==> src/rtl/tea_pkg.sv <==
// Shared TEA definitions: constants, FSM states, block/key packing and the round mixing function.
package tea_pkg;

  localparam int unsigned WORD_W  = 32;
  localparam int unsigned BLOCK_W = 64;
  localparam int unsigned KEY_W   = 128;

  localparam logic [WORD_W-1:0] TEA_DELTA = 32'h9E3779B9;

  typedef enum logic [1:0] {
    IDLE = 2'd0,
    RUN  = 2'd1,
    DONE = 2'd2
  } tea_state_e;

  typedef struct packed {
    logic [WORD_W-1:0] v0;
    logic [WORD_W-1:0] v1;
  } tea_block_t;

  typedef struct packed {
    logic [WORD_W-1:0] k0;
    logic [WORD_W-1:0] k1;
    logic [WORD_W-1:0] k2;
    logic [WORD_W-1:0] k3;
  } tea_key_t;

  // F(v) = ((v<<4)+ka) ^ (v+sum) ^ ((v>>5)+kb), logical shifts, mod 2^32
  function automatic logic [WORD_W-1:0] tea_f(input logic [WORD_W-1:0] v,
                                              input logic [WORD_W-1:0] ka,
                                              input logic [WORD_W-1:0] kb,
                                              input logic [WORD_W-1:0] sum);
    return ((v << 4) + ka) ^ (v + sum) ^ ((v >> 5) + kb);
  endfunction

endpackage

==> src/rtl/tea_round_step.sv <==
// One combinational TEA round (encrypt or decrypt), chained RPC times by the engine.
module tea_round_step
  import tea_pkg::*;
#(
  parameter logic [WORD_W-1:0] DELTA = TEA_DELTA
) (
  input  logic [BLOCK_W-1:0] v_in,
  input  logic [WORD_W-1:0]  sum_in,
  input  logic [KEY_W-1:0]   key,
  input  logic               mode,
  output logic [BLOCK_W-1:0] v_out,
  output logic [WORD_W-1:0]  sum_out
);

  tea_block_t        b_in;
  tea_block_t        b_out;
  tea_key_t          k;
  logic [WORD_W-1:0] sum_enc;

  // Encrypt advances sum first; decrypt uses the current sum and retreats it afterwards
  always_comb begin
    b_in    = tea_block_t'(v_in);
    k       = tea_key_t'(key);
    sum_enc = sum_in + DELTA;
    b_out   = b_in;
    sum_out = sum_in;
    if (!mode) begin
      b_out.v0 = b_in.v0 + tea_f(b_in.v1, k.k0, k.k1, sum_enc);
      b_out.v1 = b_in.v1 + tea_f(b_out.v0, k.k2, k.k3, sum_enc);
      sum_out  = sum_enc;
    end else begin
      b_out.v1 = b_in.v1 - tea_f(b_in.v0, k.k2, k.k3, sum_in);
      b_out.v0 = b_in.v0 - tea_f(b_out.v1, k.k0, k.k1, sum_in);
      sum_out  = sum_in - DELTA;
    end
    v_out = b_out;
  end

endmodule

==> src/rtl/tea_cipher_engine.sv <==
// Iterative TEA engine: valid/ready request in, ROUNDS/RPC clocks of RPC unrolled rounds, held result out.
module tea_cipher_engine
  import tea_pkg::*;
#(
  parameter int unsigned       ROUNDS = 32,
  parameter int unsigned       RPC    = 1,
  parameter logic [WORD_W-1:0] DELTA  = TEA_DELTA
) (
  input  logic               clk,
  input  logic               rst,
  input  logic               in_valid,
  output logic               in_ready,
  input  logic               mode,
  input  logic [BLOCK_W-1:0] idata,
  input  logic [KEY_W-1:0]   key,
  output logic               out_valid,
  input  logic               out_ready,
  output logic [BLOCK_W-1:0] odata,
  output logic               busy
);

  localparam int unsigned N  = (RPC == 0) ? 1 : ROUNDS / RPC;
  localparam int unsigned CW = $clog2(N) + 1;
  localparam logic [WORD_W-1:0] SUM_DEC = DELTA * WORD_W'(ROUNDS);

  if (RPC == 0) begin : g_bad_rpc
    $error("tea_cipher_engine: RPC must be nonzero");
  end else if ((ROUNDS % RPC) != 0) begin : g_bad_div
    $error("tea_cipher_engine: ROUNDS must be divisible by RPC");
  end

  tea_state_e        state_q, state_d;
  logic              accept_c;
  logic              last_c;
  logic [CW-1:0]     cnt_q;
  logic [BLOCK_W-1:0] v_q;
  logic [KEY_W-1:0]  key_q;
  logic              mode_q;
  logic [WORD_W-1:0] sum_q;

  logic [BLOCK_W-1:0] v_chain   [RPC+1];
  logic [WORD_W-1:0]  sum_chain [RPC+1];

  assign v_chain[0]   = v_q;
  assign sum_chain[0] = sum_q;

  for (genvar i = 0; i < RPC; i++) begin : g_round
    tea_round_step #(.DELTA(DELTA)) u_step (
      .v_in    (v_chain[i]),
      .sum_in  (sum_chain[i]),
      .key     (key_q),
      .mode    (mode_q),
      .v_out   (v_chain[i+1]),
      .sum_out (sum_chain[i+1])
    );
  end

  always_ff @(posedge clk) begin
    if (rst) state_q <= IDLE;
    else     state_q <= state_d;
  end

  // Next state; in_ready lets a new block in during the output handshake
  always_comb begin
    state_d  = state_q;
    in_ready = (state_q == IDLE) || ((state_q == DONE) && out_ready);
    accept_c = in_valid && in_ready;
    last_c   = (cnt_q == CW'(N - 1));
    case (state_q)
      IDLE:    if (accept_c) state_d = RUN;
      RUN:     if (last_c)   state_d = DONE;
      DONE:    if (out_ready) state_d = accept_c ? RUN : IDLE;
      default: state_d = IDLE;
    endcase
  end

  always_ff @(posedge clk) begin
    if (rst) begin
      out_valid <= 1'b0;
      busy      <= 1'b0;
      odata     <= '0;
      cnt_q     <= '0;
      v_q       <= '0;
      key_q     <= '0;
      mode_q    <= 1'b0;
      sum_q     <= '0;
    end else begin
      out_valid <= (state_d == DONE);
      busy      <= (state_d != IDLE);
      if (accept_c) begin
        v_q    <= idata;
        key_q  <= key;
        mode_q <= mode;
        sum_q  <= mode ? SUM_DEC : '0;
        cnt_q  <= '0;
      end else if (state_q == RUN) begin
        v_q   <= v_chain[RPC];
        sum_q <= sum_chain[RPC];
        cnt_q <= cnt_q + CW'(1);
        if (last_c) odata <= v_chain[RPC];
      end
    end
  end

endmodule
==> config.mk <==
export PLATFORM = sky130hd
export DESIGN_NAME = tea_cipher_engine
export DESIGN_NICKNAME = d
export VERILOG_FILES = /design/src/rtl/tea_pkg.sv /design/src/rtl/tea_round_step.sv /design/src/rtl/tea_cipher_engine.sv
export SDC_FILE = /design/constraint.sdc
export NUM_CORES = 2
export LEC_CHECK = 0
export CAP_MARGIN = 10
export CORE_MARGIN = 4
export CORE_UTILIZATION = 55
export DETAILED_ROUTE_END_ITERATION = 8
export GPL_ROUTABILITY_DRIVEN = 1
export GPL_TIMING_DRIVEN = 0
export MAX_ROUTING_LAYER = met4
export PLACE_DENSITY = 0.75
export REMOVE_ABC_BUFFERS = 1
export SLEW_MARGIN = 20
export SYNTH_ARGS = -nofsm -noshare
export SYNTH_HDL_FRONTEND = slang
export SYNTH_SLANG_ARGS = --single-unit
==> constraint.sdc <==
create_clock -name clk -period 19.1 [get_ports clk]
set_clock_uncertainty 0.15 [all_clocks]
set_input_delay 3.82 -clock clk [delete_from_list [all_inputs] [get_ports clk]]
set_output_delay 3.82 -clock clk [all_outputs]
set_load 0.02 [all_outputs]
=== Word level (Yosys, flattened, before mapping) ===
Index checks and enable logic that the tools add are counted.

* Register bits: 299
* Input bits: 197
* Word-level logic and storage cells: 61

* Add/subtract/negate cells: 19
* Equality and inequality tests: 4
* Mux-type cells: 12
* Bitwise gates (word level): 9
* Reductions and logical operators: 8

{| class="wikitable"
|+ Operators by type and width
! operator !! number
|-
| 32-bit adder || 10
|-
| 32-bit bitwise XOR || 8
|-
| 64-bit 2-to-1 mux || 3
|-
| 27-bit by 32-bit adder with 32-bit output || 4
|-
| 32-bit 2-to-1 mux || 4
|-
| 32-bit subtractor || 2
|-
| 32-bit adder (second input constant) || 1
|-
| 32-bit subtractor (second input constant) || 1
|-
| 6-bit by 1-bit adder with 6-bit output (second input constant) || 1
|-
| 6-bit by 5-bit == test with 1-bit output (second input constant) || 1
|-
| 2-bit 2-to-1 mux || 3
|-
| 2-bit one-hot mux with 3 select lines || 1
|-
| 2-bit == test (second input constant) || 2
|-
| 2-bit nonzero test || 2
|-
| 3-bit AND reduction || 1
|-
| 2-bit by 1-bit == test with 1-bit output (second input constant) || 1
|-
| 1-bit logical AND || 2
|-
| 2-bit logical NOT || 1
|-
| 2-bit OR reduction || 1
|-
| 1-bit logical OR || 1
|-
| 1-bit 2-to-1 mux || 1
|-
| 1-bit NOT || 1
|}

=== Depth between registers and ports, before layout ===
* Word-level depth: 12
* Depth in mapped cells: 50

=== By module ===
From an unflattened synthesis, not the netlist that was laid out.

* Cells, all modules: 4,837
* Area total of the unflattened synthesis: 37,772.5 um^2

{| class="wikitable"
|+ By module, submodules not included
! module !! times used !! cells each !! area each (um^2)
|-
| tea_round_step || 1 || 3,470 || 25,923.6
|-
| tea_cipher_engine || 1 || 1,367 || 11,848.9
|}

=== Worst setup path before layout ===
Ideal clock, no wire load.

* Path kind: reg2reg
* Start: reg sum_q[1]
* End: reg odata[31]
* Setup time: 0.075 ns
* Arrival time: 9.057 ns
* Required time: 18.875 ns
* Setup slack: 9.818 ns
* Cell stages (with the launch flop): 48
* Path buffers: 0
* Period minus slack after synthesis: 9.282 ns
* Cells stage by stage: dfxtp_1 -> ha_1 -> a2111oi_2 -> o21ai_1 -> and2_1 -> a21oi_1 -> xor2_1 -> ha_1 -> a21o_1 -> a21o_1 -> a21oi_1 -> nor2b_1 -> nor2_1 -> nand2_1 -> a21o_1 -> a21o_1 -> a21oi_1 -> xnor2_1 -> [12 not listed] -> o21ai_1 -> o31a_1 -> a21o_1 -> a21oi_1 -> xor2_1 -> ha_1 -> a21o_1 -> a211oi_1 -> nand2_1 -> o21ai_0 -> a21oi_1 -> a22o_1 -> mux2i_1 -> a211oi_1 -> xnor2_1 -> xnor3_1 -> xnor3_1 -> o22ai_1

* Word-level cells in the longest chain between the ends: 10
* Elaborated cells on any way between the ends: 16
* Classes of those cells: 9 x add/sub; 1 x mux; 6 x bitwise

{| class="wikitable"
|+ Ends and longest elaborated chain
! what !! RTL line !! source
|-
| start, declared || tea_cipher_engine.sv:39 || <nowiki>logic [WORD_W-1:0] sum_q;</nowiki>
|-
| start signal, assigned || tea_cipher_engine.sv:94 || <nowiki>sum_q <= mode ? SUM_DEC : '0;</nowiki>
|-
| start signal, assigned || tea_cipher_engine.sv:98 || <nowiki>sum_q <= sum_chain[RPC];</nowiki>
|-
| 32-bit adder || tea_round_step.sv:24 || <nowiki>sum_enc = sum_in + DELTA;</nowiki>
|-
| 32-bit adder || tea_pkg.sv:33 || <nowiki>return ((v << 4) + ka) ^ (v + sum) ^ ((v >> 5) + kb);</nowiki>
|-
| 32-bit bitwise XOR (2 in a row) || tea_pkg.sv:33 ||
|-
| 32-bit adder || tea_round_step.sv:28 || <nowiki>b_out.v0 = b_in.v0 + tea_f(b_in.v1, k.k0, k.k1, sum_enc);</nowiki>
|-
| 32-bit adder || tea_pkg.sv:33 ||
|-
| 32-bit bitwise XOR (2 in a row) || tea_pkg.sv:33 ||
|-
| 32-bit adder || tea_round_step.sv:29 || <nowiki>b_out.v1 = b_in.v1 + tea_f(b_out.v0, k.k2, k.k3, sum_enc);</nowiki>
|-
| 64-bit 2-to-1 mux * || tea_round_step.sv:27 || <nowiki>if (!mode) begin</nowiki>
|-
| end signal, assigned || tea_cipher_engine.sv:100 || <nowiki>if (last_c) odata <= v_chain[RPC];</nowiki>
|-
| end, declared || tea_cipher_engine.sv:18 || <nowiki>output logic [BLOCK_W-1:0] odata,</nowiki>
|}

Mark *: on every way between the ends. The rest lies on a longest branch, timed or not.
A chain may end at the register's enable or synchronous reset.

=== Worst setup path in the final report ===
Same ends and word-level chain as after synthesis.

==> Implementation_results.wiki <==
{| class="wikitable"
! Metric !! Value
|-
| Run status || finished clean
|-
| Worst Hold Endpoint || odata[34]
|-
| Vias after detailed routing || approximately 37,000
|-
| Main synth FF type || sky130_fd_sc_hd__dfxtp_1
|-
| Count of antenna-violating nets left after detailed routing || 0
|-
| Library cell with the highest instance count after synthesis || sky130_fd_sc_hd__xnor2_1
|-
| Worst slew margin relative to its limit || 0.130
|-
| Chip height || 265 µm
|-
| Number of primary I/O pins || approximately 260
|-
| Fraction of final layout cells sized beyond drive strength 1 || 0.0254
|-
| Minimum setup slack after placement || roughly 6.4 ns
|-
| Cell area after synthesis || about 0.036 mm²
|-
| Unrepaired setup endpoints after global routing || false
|-
| Die width || roughly 260 µm
|-
| Placer congestion estimate || between 1 and 1.5
|-
| Peak Freq || about 75 MHz
|-
| Post-CTS resize count || 0
|-
| Post-synth top area cell || sky130_fd_sc_hd__ha_1
|-
| Number of buffers added to fix hold violations after cts || 0
|-
| Worst setup EP type || flip-flop
|-
| Worst reg2reg path depth || 45
|-
| Peak fanout along the critical path || 10
|-
| Number of buffers inserted by port buffering || roughly 260
|-
| Total gr overflow || 0
|-
| First-pass GRT wire length || between 150,000 and 200,000 µm
|-
| Largest net degree at the start of global routing || about 130
|-
| CTS tree || done
|-
| Share of async-settable or async-resettable flops after synthesis || 0
|-
| Std-Cell Rows || 93
|-
| Average cell area after synthesis || ~7.6 µm²
|-
| WL/cell || 22.8 µm
|-
| Number of levels the H-tree was split into || 2
|-
| Worst-margin pin slew || between 1 and 1.5 ns
|-
| Worst endpoint data arrival time || between 10 and 15 ns
|-
| Global-route usage over all layers || 0.372
|-
| Post-DP HPWL || around 110,000 µm
|-
| Leading post-synthesis cells by cell area || sky130_fd_sc_hd__ha_1 17%, sky130_fd_sc_hd__dfxtp_1 16%, sky130_fd_sc_hd__xnor2_1 14%, sky130_fd_sc_hd__a21oi_1 7.6%, sky130_fd_sc_hd__nand2_1 5.4%
|-
| Post-synthesis instance total || roughly 4,800
|-
| Source-to-sink clock delay at the later pin of the worst-skew pair || just under 0.6 ns
|-
| DRC violation total after the first TritonRoute iteration || approximately 3,500
|-
| Cell repeated most along the worst path || sky130_fd_sc_hd__xnor2_1
|-
| Fin. max-slew vios || 0
|-
| EDFF count, synth || 0
|-
| Count of nets after finishing || 5,641
|-
| Buffer count from post-CTS setup fixing || 0
|-
| Pre-Repair DR Iteration Count || 6
|-
| Required time of the worst setup path || 19.43 ns
|-
| CP Launch Type || flip-flop
|-
| Post-layout worst setup margin || 5.78 ns
|-
| Post-detailed-routing wire length || between 100,000 and 150,000 µm
|-
| Total die area || between 0.07 and 0.08 mm²
|-
| Number of antenna violations at the first check in global routing || 6
|-
| Via-per-instance ratio || ~6.3
|-
| Synth top cells by count || 581 x sky130_fd_sc_hd__xnor2_1, 553 x sky130_fd_sc_hd__a21oi_1, 524 x sky130_fd_sc_hd__nand2_1
|-
| DRC || 0
|-
| Clock buffer count from CTS || 35
|-
| Slowest cell on crit path || sky130_fd_sc_hd__xnor2_1
|-
| Register-to-Register Setup Slack || around 5.8 ns
|-
| Number of fill cells in the layout || slightly above 6,000
|-
| Final setup viols || 0
|-
| Final period utilization || 0.698
|-
| Sequential cell area fraction in the yosys report || 0.165
|-
| Number of global-route vias before repair || between 30,000 and 40,000
|-
| Hold-critical path depth || 2
|-
| Clock period minus final worst setup slack || 13.32 ns
|-
| Maximum count of clock buffers along a single path || 3
|-
| Number of warnings reported in the yosys synthesis log || 0
|-
| Critical Setup Path Class || reg -> reg
|-
| Area inside the core boundary || between 0.06 and 0.07 mm²
|-
| Endpoint of the worst-slack reg-to-reg timing path || odata[31]
|-
| Clock Root Buffer || sky130_fd_sc_hd__clkbuf_16
|-
| Reg2reg start || sum_q[1]
|-
| Yosys cell types || between 80 and 90
|-
| Clock-pin slew on the worst setup and hold paths || 0.06 ns
|-
| #FFs+latches synth || between 200 and 300
|-
| Yosys top cell area share || 0.167
|-
| Delay of the slowest critical-path stage || ~0.70 ns
|-
| Sinks on the clock net || roughly 300
|-
| Tightest Hold Check Type || reg -> reg
|-
| Layout overhead on the synthesized area || 13.1%
|-
| Final hold violation count || 0
|-
| Hold Path Origin || odata[34]
|-
| Max-cap viol count || 0
|-
| Starting density of the core || 0.559
|}
## placed cells by master, fill, tap and decap left out, types with 51 or more instances in the layout
master,synthesis,final
sky130_fd_sc_hd__xor2_1,130,130
sky130_fd_sc_hd__a21o_1,227,227
sky130_fd_sc_hd__o21bai_1,63,63
sky130_fd_sc_hd__nor2_1,414,413
sky130_fd_sc_hd__o21ai_1,51,51
sky130_fd_sc_hd__o21a_1,53,53
sky130_fd_sc_hd__nand2_1,524,523
sky130_fd_sc_hd__nand3_1,88,87
sky130_fd_sc_hd__ha_1,485,485
sky130_fd_sc_hd__nor3_1,89,88
sky130_fd_sc_hd__a211oi_1,70,70
sky130_fd_sc_hd__inv_1,134,134
sky130_fd_sc_hd__xnor2_1,581,581
sky130_fd_sc_hd__clkdlybuf4s50_1,0,262
sky130_fd_sc_hd__dfxtp_1,299,298
sky130_fd_sc_hd__a21oi_1,553,553
sky130_fd_sc_hd__o21ai_0,196,196
sky130_fd_sc_hd__nand2b_1,59,58
## critical path, delay by kind of cell (launching register included)
family	cells	cell delay, ns
adders and majority gates	5	1.94
DFF	1	0.45
xor gates and xnor gates	12	3.82
AOI/OAI and AO/OA	19	5.35
muxes	1	0.13
and+or+nand+nor	8	1.36
## logic make-up (layout without fill, tap and decap cells)
| kind of cell | Yosys count | count (layout) | synth area share |
|---|---|---|---|
| AND/OR/NAND/NOR | 1391 | 1391 | 0.171 |
| multiplexers | 32 | 32 | 0.00910 |
| buffers and inverters | 293 | 476 | 0.0304 |
| flip-flops | 299 | 299 | 0.165 |
| XOR/XNOR | 723 | 723 | 0.179 |
| AO/OA/AOI/OAI | 1546 | 1546 | 0.270 |
| adder cells (fa/ha/maj) | 501 | 501 | 0.176 |
| other | 0 | 1 | 0 |
## stage by stage
stage	area, µm²	utilization	hold slack (ns)	instances	setup TNS (ns)
floorplan	35700	-	0.292	4627	0
global placement	39400	0.607	0.292	5745	-122.24
detailed placement	39800	0.614	0.296	5761	0
CTS	41000	0.632	0.304	5823	0
global route	41000	0.632	0.318	5824	0
finish	41000	0.632	0.302	5824	0
## sequential cells by signal, indices dropped and copies added, names as in the netlist
| signal | flops |
|---|---|
| key_q | 128 |
| odata | 64 |
| cnt_q | 6 |
| state_q | 2 |
| mode_q | 1 |
| sum_q | 32 |
| out_valid | 1 |
| busy | 1 |
| v_q | 64 |
## routing by layer
metal  GRT usage  up-vias  part of all wire
li1            -    17500                 -
met1       0.507    17200              0.44
met2       0.544     1661              0.41
met3       0.106      232              0.12
met4      0.0941        0             0.026
met5           -        -                 0
## final cells by class
| class | instances | area (µm²) | area share |
|---|---|---|---|
| diodes | 1 | 2.50 | 0.0000610 |
| clock buffers | 53 | 1080 | 0.0262 |
| clock inverters | 9 | 101 | 0.00247 |
| inverters | 135 | 509 | 0.0124 |
| multi-input cells | 4193 | 29300 | 0.713 |
| flip-flops and latches | 299 | 5990 | 0.146 |
| repair buffers | 279 | 3030 | 0.0737 |
| well taps | 855 | 1070 | 0.0261 |
## worst max-delay path by stage
stage	cells past startpoint	from	to	slack [ns]
after floorplan	7	out_ready	v_q[12]	7.51
after global placement	7	out_ready	v_q[52]	-3.04
after detailed placement	44	sum_q[2]	odata[31]	6.40
after CTS	43	sum_q[1]	odata[31]	6.30
after global routing	43	sum_q[1]	v_q[31]	5.20
final	45	sum_q[1]	odata[31]	5.78
Power is not shown: default switching activity piles up to over one toggle a cycle in this logic, so the estimate is an artifact.
